File: src/rtl/uart_rx_byte.sv
// uart_rx_byte -- 8N1 UART receiver (LSB first) with input synchroniser,
// start-bit glitch rejection, mid-bit sampling, receive buffer and sticky
// error flags. Feeds the UART data register read by the CPU on int3.
//
// Optional build macro: UART_RX_FIFO_EN
//   undefined : single holding register (FIFO_DEPTH ignored)
//   defined   : FIFO_DEPTH-entry receive FIFO, q = head, rd pops
//
// Ports:
//   clk          system clock
//   nreset       asynchronous active-low reset
//   rxd          raw serial input (asynchronous, idle high)
//   rd           one-cycle read strobe, consumes the byte on q
//   clr_err      one-cycle strobe, clears frame_err and overrun
//   q            received byte (head of buffer)
//   valid        q holds an unread byte
//   frame_err    sticky: a stop bit was sampled low
//   overrun      sticky: a byte was dropped because the buffer was full
//   rx_interrupt one-cycle pulse per byte accepted into the buffer
module uart_rx_byte #(
   parameter int CLKS_PER_BIT = 434,
   parameter int FIFO_DEPTH   = 8
) (
   input  logic       clk,
   input  logic       nreset,
   input  logic       rxd,
   input  logic       rd,
   input  logic       clr_err,
   output logic [7:0] q,
   output logic       valid,
   output logic       frame_err,
   output logic       overrun,
   output logic       rx_interrupt
);

   localparam int CW = $clog2(CLKS_PER_BIT);
   localparam logic [CW-1:0] HALF_C = CW'(CLKS_PER_BIT / 2 - 1);
   localparam logic [CW-1:0] LAST_C = CW'(CLKS_PER_BIT - 1);

   typedef enum logic [2:0] {
      S_IDLE,
      S_START,
      S_DATA,
      S_STOP,
      S_BREAK
   } state_t;

   // ------------------------------------------------------------------
   // Input synchroniser: both flops reset to the idle (high) level so a
   // reset never looks like a start bit.
   // ------------------------------------------------------------------
   logic rx_meta, rx_s;

   always_ff @(posedge clk or negedge nreset) begin
      if (!nreset) begin
         rx_meta <= 1'b1;
         rx_s    <= 1'b1;
      end else begin
         rx_meta <= rxd;
         rx_s    <= rx_meta;
      end
   end

   // ------------------------------------------------------------------
   // Frame state machine
   // ------------------------------------------------------------------
   state_t        state, state_nx;
   logic [CW-1:0] cnt, cnt_nx;
   logic [2:0]    idx, idx_nx;
   logic [7:0]    sh, sh_nx;
   logic          byte_done;   // stop bit good, sh holds a full byte
   logic          stop_err;    // stop bit sampled low

   always_ff @(posedge clk or negedge nreset) begin
      if (!nreset) begin
         state <= S_IDLE;
         cnt   <= '0;
         idx   <= '0;
         sh    <= '0;
      end else begin
         state <= state_nx;
         cnt   <= cnt_nx;
         idx   <= idx_nx;
         sh    <= sh_nx;
      end
   end

   always_comb begin
      state_nx  = state;
      cnt_nx    = cnt;
      idx_nx    = idx;
      sh_nx     = sh;
      byte_done = 1'b0;
      stop_err  = 1'b0;
      case (state)
         S_IDLE: begin
            if (!rx_s) begin
               state_nx = S_START;
               cnt_nx   = '0;
            end
         end
         S_START: begin
            // Re-check the line half a bit in: a short low pulse is noise.
            if (cnt == HALF_C) begin
               cnt_nx = '0;
               if (rx_s) begin
                  state_nx = S_IDLE;
               end else begin
                  state_nx = S_DATA;
                  idx_nx   = '0;
               end
            end else begin
               cnt_nx = cnt + CW'(1);
            end
         end
         S_DATA: begin
            // Counter was re-based at mid start bit, so the wrap lands
            // in the middle of each data bit.
            if (cnt == LAST_C) begin
               cnt_nx = '0;
               sh_nx  = {rx_s, sh[7:1]};
               if (idx == 3'd7) state_nx = S_STOP;
               else             idx_nx   = idx + 3'd1;
            end else begin
               cnt_nx = cnt + CW'(1);
            end
         end
         S_STOP: begin
            if (cnt == LAST_C) begin
               cnt_nx = '0;
               if (rx_s) begin
                  byte_done = 1'b1;
                  state_nx  = S_IDLE;
               end else begin
                  stop_err = 1'b1;
                  state_nx = S_BREAK;
               end
            end else begin
               cnt_nx = cnt + CW'(1);
            end
         end
         S_BREAK: begin
            // Wait out a held-low line so a break yields a single error.
            if (rx_s) state_nx = S_IDLE;
         end
         default: state_nx = S_IDLE;
      endcase
   end

   // ------------------------------------------------------------------
   // Receive buffer
   // ------------------------------------------------------------------
   logic ovr_set;

`ifdef UART_RX_FIFO_EN
   localparam int PW = $clog2(FIFO_DEPTH);

   logic [7:0]    mem [FIFO_DEPTH];
   logic [PW-1:0] wp, rp;
   logic [PW:0]   fcnt;
   logic          empty, full, pop, push;

   assign empty   = (fcnt == '0);
   assign full    = (fcnt == (PW+1)'(FIFO_DEPTH));
   assign pop     = rd && !empty;
   // A full FIFO still takes the byte when the head leaves this cycle.
   assign push    = byte_done && (!full || pop);
   assign ovr_set = byte_done && full && !pop;

   assign q     = mem[rp];
   assign valid = !empty;

   always_ff @(posedge clk or negedge nreset) begin
      if (!nreset) begin
         for (int i = 0; i < FIFO_DEPTH; i++) mem[i] <= '0;
         wp           <= '0;
         rp           <= '0;
         fcnt         <= '0;
         rx_interrupt <= 1'b0;
      end else begin
         rx_interrupt <= push;
         if (push) begin
            mem[wp] <= sh;
            wp      <= wp + PW'(1);
         end
         if (pop) rp <= rp + PW'(1);
         case ({push, pop})
            2'b10:   fcnt <= fcnt + (PW+1)'(1);
            2'b01:   fcnt <= fcnt - (PW+1)'(1);
            default: fcnt <= fcnt;
         endcase
      end
   end
`else
   logic accept;

   // rd in the delivery cycle frees the register for the new byte.
   assign accept  = byte_done && (!valid || rd);
   assign ovr_set = byte_done && valid && !rd;

   always_ff @(posedge clk or negedge nreset) begin
      if (!nreset) begin
         q            <= '0;
         valid        <= 1'b0;
         rx_interrupt <= 1'b0;
      end else begin
         rx_interrupt <= accept;
         if (accept) begin
            q     <= sh;
            valid <= 1'b1;
         end else if (rd) begin
            valid <= 1'b0;
         end
      end
   end
`endif

   // ------------------------------------------------------------------
   // Sticky error flags: a new event beats a simultaneous clear.
   // ------------------------------------------------------------------
   always_ff @(posedge clk or negedge nreset) begin
      if (!nreset) begin
         frame_err <= 1'b0;
         overrun   <= 1'b0;
      end else begin
         if (stop_err)     frame_err <= 1'b1;
         else if (clr_err) frame_err <= 1'b0;
         if (ovr_set)      overrun   <= 1'b1;
         else if (clr_err) overrun   <= 1'b0;
      end
   end

endmodule

File: config.mk
export PLATFORM = sky130hd
export DESIGN_NAME = uart_rx_byte
export DESIGN_NICKNAME = d
export VERILOG_FILES = /design/src/rtl/uart_rx_byte.sv
export SDC_FILE = /design/constraint.sdc
export NUM_CORES = 1
export LEC_CHECK = 0
export ABC_CLOCK_PERIOD_IN_PS = 2700
export BUFFER_PORTS_ARGS = -buffer_cell sky130_fd_sc_hd__buf_4
export CAP_MARGIN = 5
export CELL_PAD_IN_SITES_DETAIL_PLACEMENT = 1
export CELL_PAD_IN_SITES_GLOBAL_PLACEMENT = 1
export CORE_MARGIN = 2
export CORE_UTILIZATION = 44
export DETAILED_ROUTE_END_ITERATION = 10
export PLACE_DENSITY_LB_ADDON = 0.1
export SLEW_MARGIN = 20
export SYNTH_ARGS = -nofsm -noshare
export SYNTH_HDL_FRONTEND = slang
export SYNTH_SLANG_ARGS = --single-unit
File: constraint.sdc
create_clock -name clk -period 2.7 [get_ports clk]
set_clock_uncertainty 0.1 [all_clocks]
set_input_delay 0.54 -clock clk [delete_from_list [all_inputs] [get_ports clk]]
set_output_delay 0.54 -clock clk [all_outputs]
set_load 0.02 [all_outputs]
==> impl_metrics.csv, run 1 <==
group,metric,value,unit
run_status,status,"complete, no violations",
timing,hold_viol_final,0,
critical_path,arrival,2.33,ns
critical_path,ff2ff_path_depth,6,
global_route,grt_max_degree,38,
global_route,grt_pass1_wl,6.44,mm
synth,synth_edf_count,0,
pwr,leakagePower,1.00,nW
floorplanning,dieHeight,67.6,um
synth,synth.largest_area_cell,"dfrtp_1",
synth,synth_nets,156,
route,drt_iter0_drc,33,
timing,setup_viol,0,
timing,finalCritPeriodShare,0.835,
synth,synth_top_family_by_area,"simple AND/OR/NAND/NOR gates",
clock_network,path_clk_slew,0.08,ns
global_route,grt_pass1_vias,1324,
timing,rsz0062_at_grt,"false",
placed_design,io_buffer_count,16,
synth,synthSimpleGateAreaFrac,0.174,
synth,synth-adder-area-share,0.0352,
finish,layout_common_cells,"dfrtp_1 (35), buf_4 (16), nor2_1 (10), mux2_2 (10), nor3_1 (9)",
synth,synth_flop_cell,"dfrtp_1",
critical_path,slowest_delay,0.62,ns
clock_network,postCtsSetupRepairBufs,0,
pwr,ir_drop,0.391,mV
floorplanning,ios,17,
floorplanning,num_rows,23,
global_route,globalRouteTotalUtil,0.194,
clock_network,h-tree-depth,2,
route,routedWlPerCell,16.7,um
synth,synthCells,146,
pwr,p_per_area,523,nW/um^2
floorplanning,die_w,67.6,um
finish,layout_commonest_cell,"dfrtp_1",
synth,synth-compound-area-share,0.0816,
critical_path,path_class,"flop to flop",
synth,ys_ff_latch,37,
finish,postLayoutCellArea,2050,um^2
job,cap_violations,0,
synth,synth_area,1780,um^2
clock_network,cts-root-buf,"clkbuf_8",
placed_design,postPlaceCellArea,1930,um^2
clock_network,cts_hold_buf,0,
finish,synthToLayoutAreaGrowth,15.5,%
timing,min_period,2.25,ns
critical_path,critPathCapture,"q[6]$_DFFE_PN0P_",
synth,synth_top_area_frac,0.492,
finish,final_nets,174,
critical_path,cpMaxStageDelayCell,"or3b_1",
critical_path,rrSetupSlack,0.45,ns
critical_path,critical_path.startpoint,"cnt[1]$_DFFE_PN0P_",
route,routed-via-count,1179,
clock_network,clk_latency,0.29,ns
synth,yosys_warnings,0,
timing,finalSetupTns,0,ns
critical_path,end_kind,"flop",
synth,synth_xor_area_frac,0.0148,
timing,slew_violations,0,
hold_path,worst_hold_path_type,"input port to asynchronous set/reset pin",
route,routed_wl,3.58,mm
clock_network,cts_max_path_buffers,2,
timing,fmax,444,MHz
floorplanning,core_area,3940,um^2
placed_design,post-dp-hpwl,2.67,mm
floorplanning,die-area,4570,um^2
clock_network,cts_resized,0,
route,drc_errors,0,
synth,synth_cell_types,44,
global_route,antenna_found_initial,0,
route,routed_via_density,5.48,
synth,ys_top_cells_by_area,"dfrtp_1 (49%), mux2_4 (6.8%), mux2_2 (6.3%)",
global_route,gr-total-overflow,0,
timing,slew_headroom,0.643,
timing,max_slew.worst_pin.slew,0.534,ns
critical_path,cp.required,2.77,ns
critical_path,rr_startpoint,"cnt[1]$_DFFE_PN0P_",
route,dr.pass1.iters,5,
synth,synth_area_per_cell,12.2,um^2
clock_network,numCtsBuffers,5,
critical_path,start_kind,"flop",
finish,num_antenna_cells,0,
placed_design,place_congestion,0.749,
synth,ys_seq_area_frac,0.522,
critical_path,reg2reg_to,"q[6]$_DFFE_PN0P_",
floorplanning,start_util,0.451,
clock_network,cts_tree,"done",
synth,synthArstFlopShare,1.00,
critical_path,crit_fanout,9,
critical_path,path_cells,"inv_1, ha_1, and4b_4, nand3_4, or3b_1, mux2_4",
clock_network,clock_sinks,37,
finish,drive_above_1_share,0.333,
route,postRouteAntennaNets,0,
synth,synth_mux_area_frac,0.142,
[per-layer routing]
layer | track usage | part of all wire | up-vias
met5 | 0 | 0 | -
met4 | 0.0995 | 0.025 | 0
met3 | 0.0400 | 0.031 | 10
met2 | 0.314 | 0.49 | 18
met1 | 0.245 | 0.45 | 594
li1 | - | - | 557
[state kept, by name, indices dropped and copies added, names as in the netlist]
name          flops
frame_err         1
idx               3
rx_s              1
q                 8
rx_interrupt      1
cnt               9
valid             1
overrun           1
state             3
rx_meta           1
sh                8
[synth_stat cells, types with 2 or more instances]
cell,number
and3_1,3
ha_1,5
o21a_1,2
o2bb2ai_1,2
xnor2_1,3
nand3_1,2
inv_1,7
o22ai_1,2
mux2_4,8
dfstp_2,2
nand2_1,7
dfrtp_1,35
clkbuf_1,2
a21oi_1,2
and4_2,2
o211ai_1,2
nor3_1,9
nor2_1,10
mux2i_1,2
mux2_2,10
a22o_1,2
o21ai_0,3
nand2b_1,3
[how the worst min path moves through the flow]
stage	start	end	slack, ns	depth (start not counted)
after floorplan	nreset	cnt[0]$_DFFE_PN0P_	0.14	0
after global placement	rx_meta$_DFF_PN1_	rx_s$_DFF_PN1_	0.25	0
after detailed placement	rx_meta$_DFF_PN1_	rx_s$_DFF_PN1_	0.25	0
after CTS	nreset	rx_interrupt$_DFF_PN0_	0.11	1
after global routing	nreset	rx_interrupt$_DFF_PN0_	0.12	1
final	nreset	rx_interrupt$_DFF_PN0_	0.10	1
[critical path, delay by kind of cell, from the launching register on]
kind / cells / cell delay [ns]
and+or+nand+nor: 3 / 1.00
DFF: 1 / 0.40
muxes: 1 / 0.38
adders and majority gates: 1 / 0.15
buffers and inverters: 1 / 0.10
[where the power goes]
group | total, mW | internal (mW) | leakage, nW | switching (mW)
combinational | 0.0179 | 0.00512 | 0.448 | 0.0127
clock | 0.497 | 0.300 | 0.0574 | 0.197
sequential | 0.558 | 0.557 | 0.495 | 0.00164
total | 1.07 | 0.862 | 1.00 | 0.212
[cell type report]
| class | count | area (um^2) |
|---|---|---|
| fill | 398 | 1890 |
| sequential | 37 | 928 |
| multi-input combinational | 97 | 797 |
| timing repair buffer | 16 | 120 |
| clock buffer | 6 | 82.6 |
| tap | 50 | 62.6 |
| clock inverter | 2 | 37.5 |
| inverter | 7 | 26.3 |
[logic make-up (layout without fill, tap and decap cells)]
| kind of cell | after synthesis | in the layout |
|---|---|---|
| simple gates | 49 | 49 |
| mux | 20 | 20 |
| flops | 37 | 37 |
| buf+inv | 12 | 31 |
| compound gates | 20 | 20 |
| xor+xnor | 3 | 3 |
| fa+ha+maj | 5 | 5 |
[per-stage QoR]
stage | std cells | util | total power [mW] | hold WS [ns] | worst slack [ns]
after global placement | 207 | 0.491 | 0.587 | 0.249 | 0.510
after detailed placement | 207 | 0.491 | 0.588 | 0.249 | 0.444
after CTS | 215 | 0.521 | 1.09 | 0.114 | 0.432
after floorplan | 146 | - | 0.571 | 0.144 | 0.710
final | 215 | 0.521 | 1.07 | 0.101 | 0.446
after global routing | 215 | 0.521 | 1.11 | 0.122 | 0.340
Note: power is estimated with default switching activity, not from simulation.
==> inputs of run 2 (changes only) <==
--- a/config.mk
+++ b/config.mk
@@ -5,13 +5,13 @@
 export SDC_FILE = /design/constraint.sdc
 export NUM_CORES = 1
 export LEC_CHECK = 0
-export ABC_CLOCK_PERIOD_IN_PS = 2700
+export ABC_CLOCK_PERIOD_IN_PS = 1800
 export BUFFER_PORTS_ARGS = -buffer_cell sky130_fd_sc_hd__buf_4
 export CAP_MARGIN = 5
 export CELL_PAD_IN_SITES_DETAIL_PLACEMENT = 1
 export CELL_PAD_IN_SITES_GLOBAL_PLACEMENT = 1
 export CORE_MARGIN = 2
-export CORE_UTILIZATION = 44
+export CORE_UTILIZATION = 42
 export DETAILED_ROUTE_END_ITERATION = 10
 export PLACE_DENSITY_LB_ADDON = 0.1
 export SLEW_MARGIN = 20
==> constraint.sdc (replaced) <==
create_clock -name clk -period 1.8 [get_ports clk]
set_clock_uncertainty 0.1 [all_clocks]
set_input_delay 0.36 -clock clk [delete_from_list [all_inputs] [get_ports clk]]
set_output_delay 0.36 -clock clk [all_outputs]
set_load 0.02 [all_outputs]
==> impl_metrics.csv, run 2 (synthesized netlist as in run 1, its figures left out) <==
group,metric,value,unit
timing,finalCritPeriodShare,1.12,
finish,final-instance-count-excl-fill,245,
finish,final_nets,204,
critical_path,cp.required,1.87,ns
finish,synthToLayoutAreaGrowth,36.6,%
global_route,grt_pass1_vias,1456,
critical_path,end_kind,"flop",
finish,largestRegisters,"cnt: 9 flops, q: 8 flops, sh: 8 flops",
critical_path,ff2ff_path_depth,7,
timing,finalSetupTns,-3.03,ns
timing,slew_headroom,0.628,
finish,multiInputGateArea,918,um^2
pwr,total_power,1.63,mW
route,drt_iter0_drc,32,
placed_design,io_buffer_count,16,
placed_design,place_congestion,0.814,
hold_path,worstHoldStart,"rxd",
run_status,violations,"negative setup slack",
global_route,grt_pass1_wl,7.17,mm
floorplanning,die_w,69.1,um
critical_path,slowest_delay,0.40,ns
run_status,status,"finished with violations",
hold_path,hold_end,"rx_meta$_DFF_PN1_",
route,routed_wl,4.41,mm
pwr,ir_drop,0.366,mV
global_route,gr-total-overflow,0,
route,routedWlPerCell,18.0,um
placed_design,post-dp-hpwl,2.84,mm
critical_path,start_kind,"flop",
timing,hold_viol_final,0,
finish,regArea,928,um^2
pwr,p_per_area,670,nW/um^2
global_route,grt_max_degree,38,
finish,regMostFlops,"cnt",
clock_network,path_clk_slew,0.08,ns
timing,setup_viol,18,
timing,min_period,2.01,ns
clock_network,numCtsBuffers,5,
floorplanning,core_area,4030,um^2
timing,fmax,498,MHz
pwr,leakagePower,1.18,nW
floorplanning,ios,17,
finish,layout_common_cells,"buf_4 (41), dfrtp_1 (35), mux2_4 (17)",
timing,max_slew.worst_pin.slew,0.556,ns
timing,slew_violations,0,
finish,n_fill_cell,415,
clock_network,cts_tree,"done",
timing,fin_hold_ws,0.0681,ns
finish,num_antenna_cells,0,
critical_path,crit_fanout,5,
hold_path,hold_depth,1,
global_route,antenna_found_initial,0,
critical_path,path_class,"flop to flop",
hold_path,worst_hold_path_type,"input port to flop",
timing,rsz0062_at_grt,"true",
floorplanning,num_rows,23,
job,cap_violations,0,
route,postRouteAntennaNets,0,
global_route,globalRouteTotalUtil,0.192,
route,routed-via-count,1319,
clock_network,cts_max_path_buffers,2,
clock_network,h-tree-depth,2,
critical_path,reg2reg_to,"q[1]$_DFFE_PN0P_",
timing,worst_slack,-0.209,ns
critical_path,rrSetupSlack,-0.21,ns
clock_network,cts-root-buf,"clkbuf_8",
route,drc_errors,0,
clock_network,clk_latency,0.29,ns
finish,drive_above_1_share,0.503,
floorplanning,start_util,0.442,
finish,layout_commonest_cell,"buf_4",
critical_path,rr_startpoint,"cnt[1]$_DFFE_PN0P_",
critical_path,cpMaxStageDelayCell,"dfrtp_1",
clock_network,clock_sinks,37,
critical_path,cp_num_buf_inv,2,
critical_path,arrival,2.08,ns
placed_design,dp.cells,230,
finish,largest_reg_flops,9,
route,dr.pass1.iters,4,
floorplanning,dieHeight,69.1,um
critical_path,crit_family,"simple AND/OR/NAND/NOR gates",
placed_design,place_ws,-0.190,ns
route,routed_via_density,5.38,
critical_path,path_cells,"inv_2, ha_4, and4b_4, nand3_4, or3b_4, buf_6, mux2_4",
floorplanning,die-area,4770,um^2
[run 2: power breakdown]
part | total [mW] | switching, mW | internal [mW]
sequential | 0.836 | 0.000901 | 0.835
combinational | 0.0323 | 0.0218 | 0.0106
clock | 0.760 | 0.309 | 0.451
total | 1.63 | 0.332 | 1.30
[run 2: final cells by class]
class,instances,share of cell area
timing repair buffer,46,0.153
tap,50,0.0257
clock inverter,2,0.0154
multi-input combinational,97,0.378
inverter,7,0.0118
clock buffer,6,0.0340
sequential,37,0.382
[run 2: through the flow]
stage          instance area, um^2  utilization
2_1_floorplan                 1790            -
3_3_place_gp                  2130        0.529
3_5_place_dp                  2130        0.529
4_1_cts                       2350        0.584
5_1_grt                       2430        0.603
6_report                      2430        0.603
[run 2: how the worst max path moves through the flow]
stage                                  start               end  slack, ns  cells past startpoint
after detailed placement  cnt[1]$_DFFE_PN0P_  q[1]$_DFFE_PN0P_      -0.19                      7
after global routing      cnt[1]$_DFFE_PN0P_  q[1]$_DFFE_PN0P_      -0.23                      7
after CTS                 cnt[1]$_DFFE_PN0P_  q[1]$_DFFE_PN0P_      -0.16                      7
final                     cnt[1]$_DFFE_PN0P_  q[1]$_DFFE_PN0P_      -0.21                      7
after floorplan           cnt[1]$_DFFE_PN0P_  q[0]$_DFFE_PN0P_      -0.14                      7
after global placement    cnt[1]$_DFFE_PN0P_  q[1]$_DFFE_PN0P_      -0.15                      7
[run 2: what timing repair did]
action	in CTS	in global routing
setup endpoints to repair	25	31
cloned	0	1
setup buffers	4	3
hold buffers	1	0
gates resized for setup	15	19
endpoints found under the hold margin	35	0
pin swaps	3	1
[run 2: routing by layer]
| metal | vias up | wire length, um | global-route usage | share of wire |
|---|---|---|---|---|
| met5 | - | 0 | 0 | 0 |
| met4 | 0 | 44 | 0.0523 | 0.010 |
| met3 | 5 | 120 | 0.0468 | 0.027 |
| met2 | 17 | 2290 | 0.332 | 0.52 |
| met1 | 680 | 1960 | 0.238 | 0.44 |
| li1 | 617 | - | - | - |
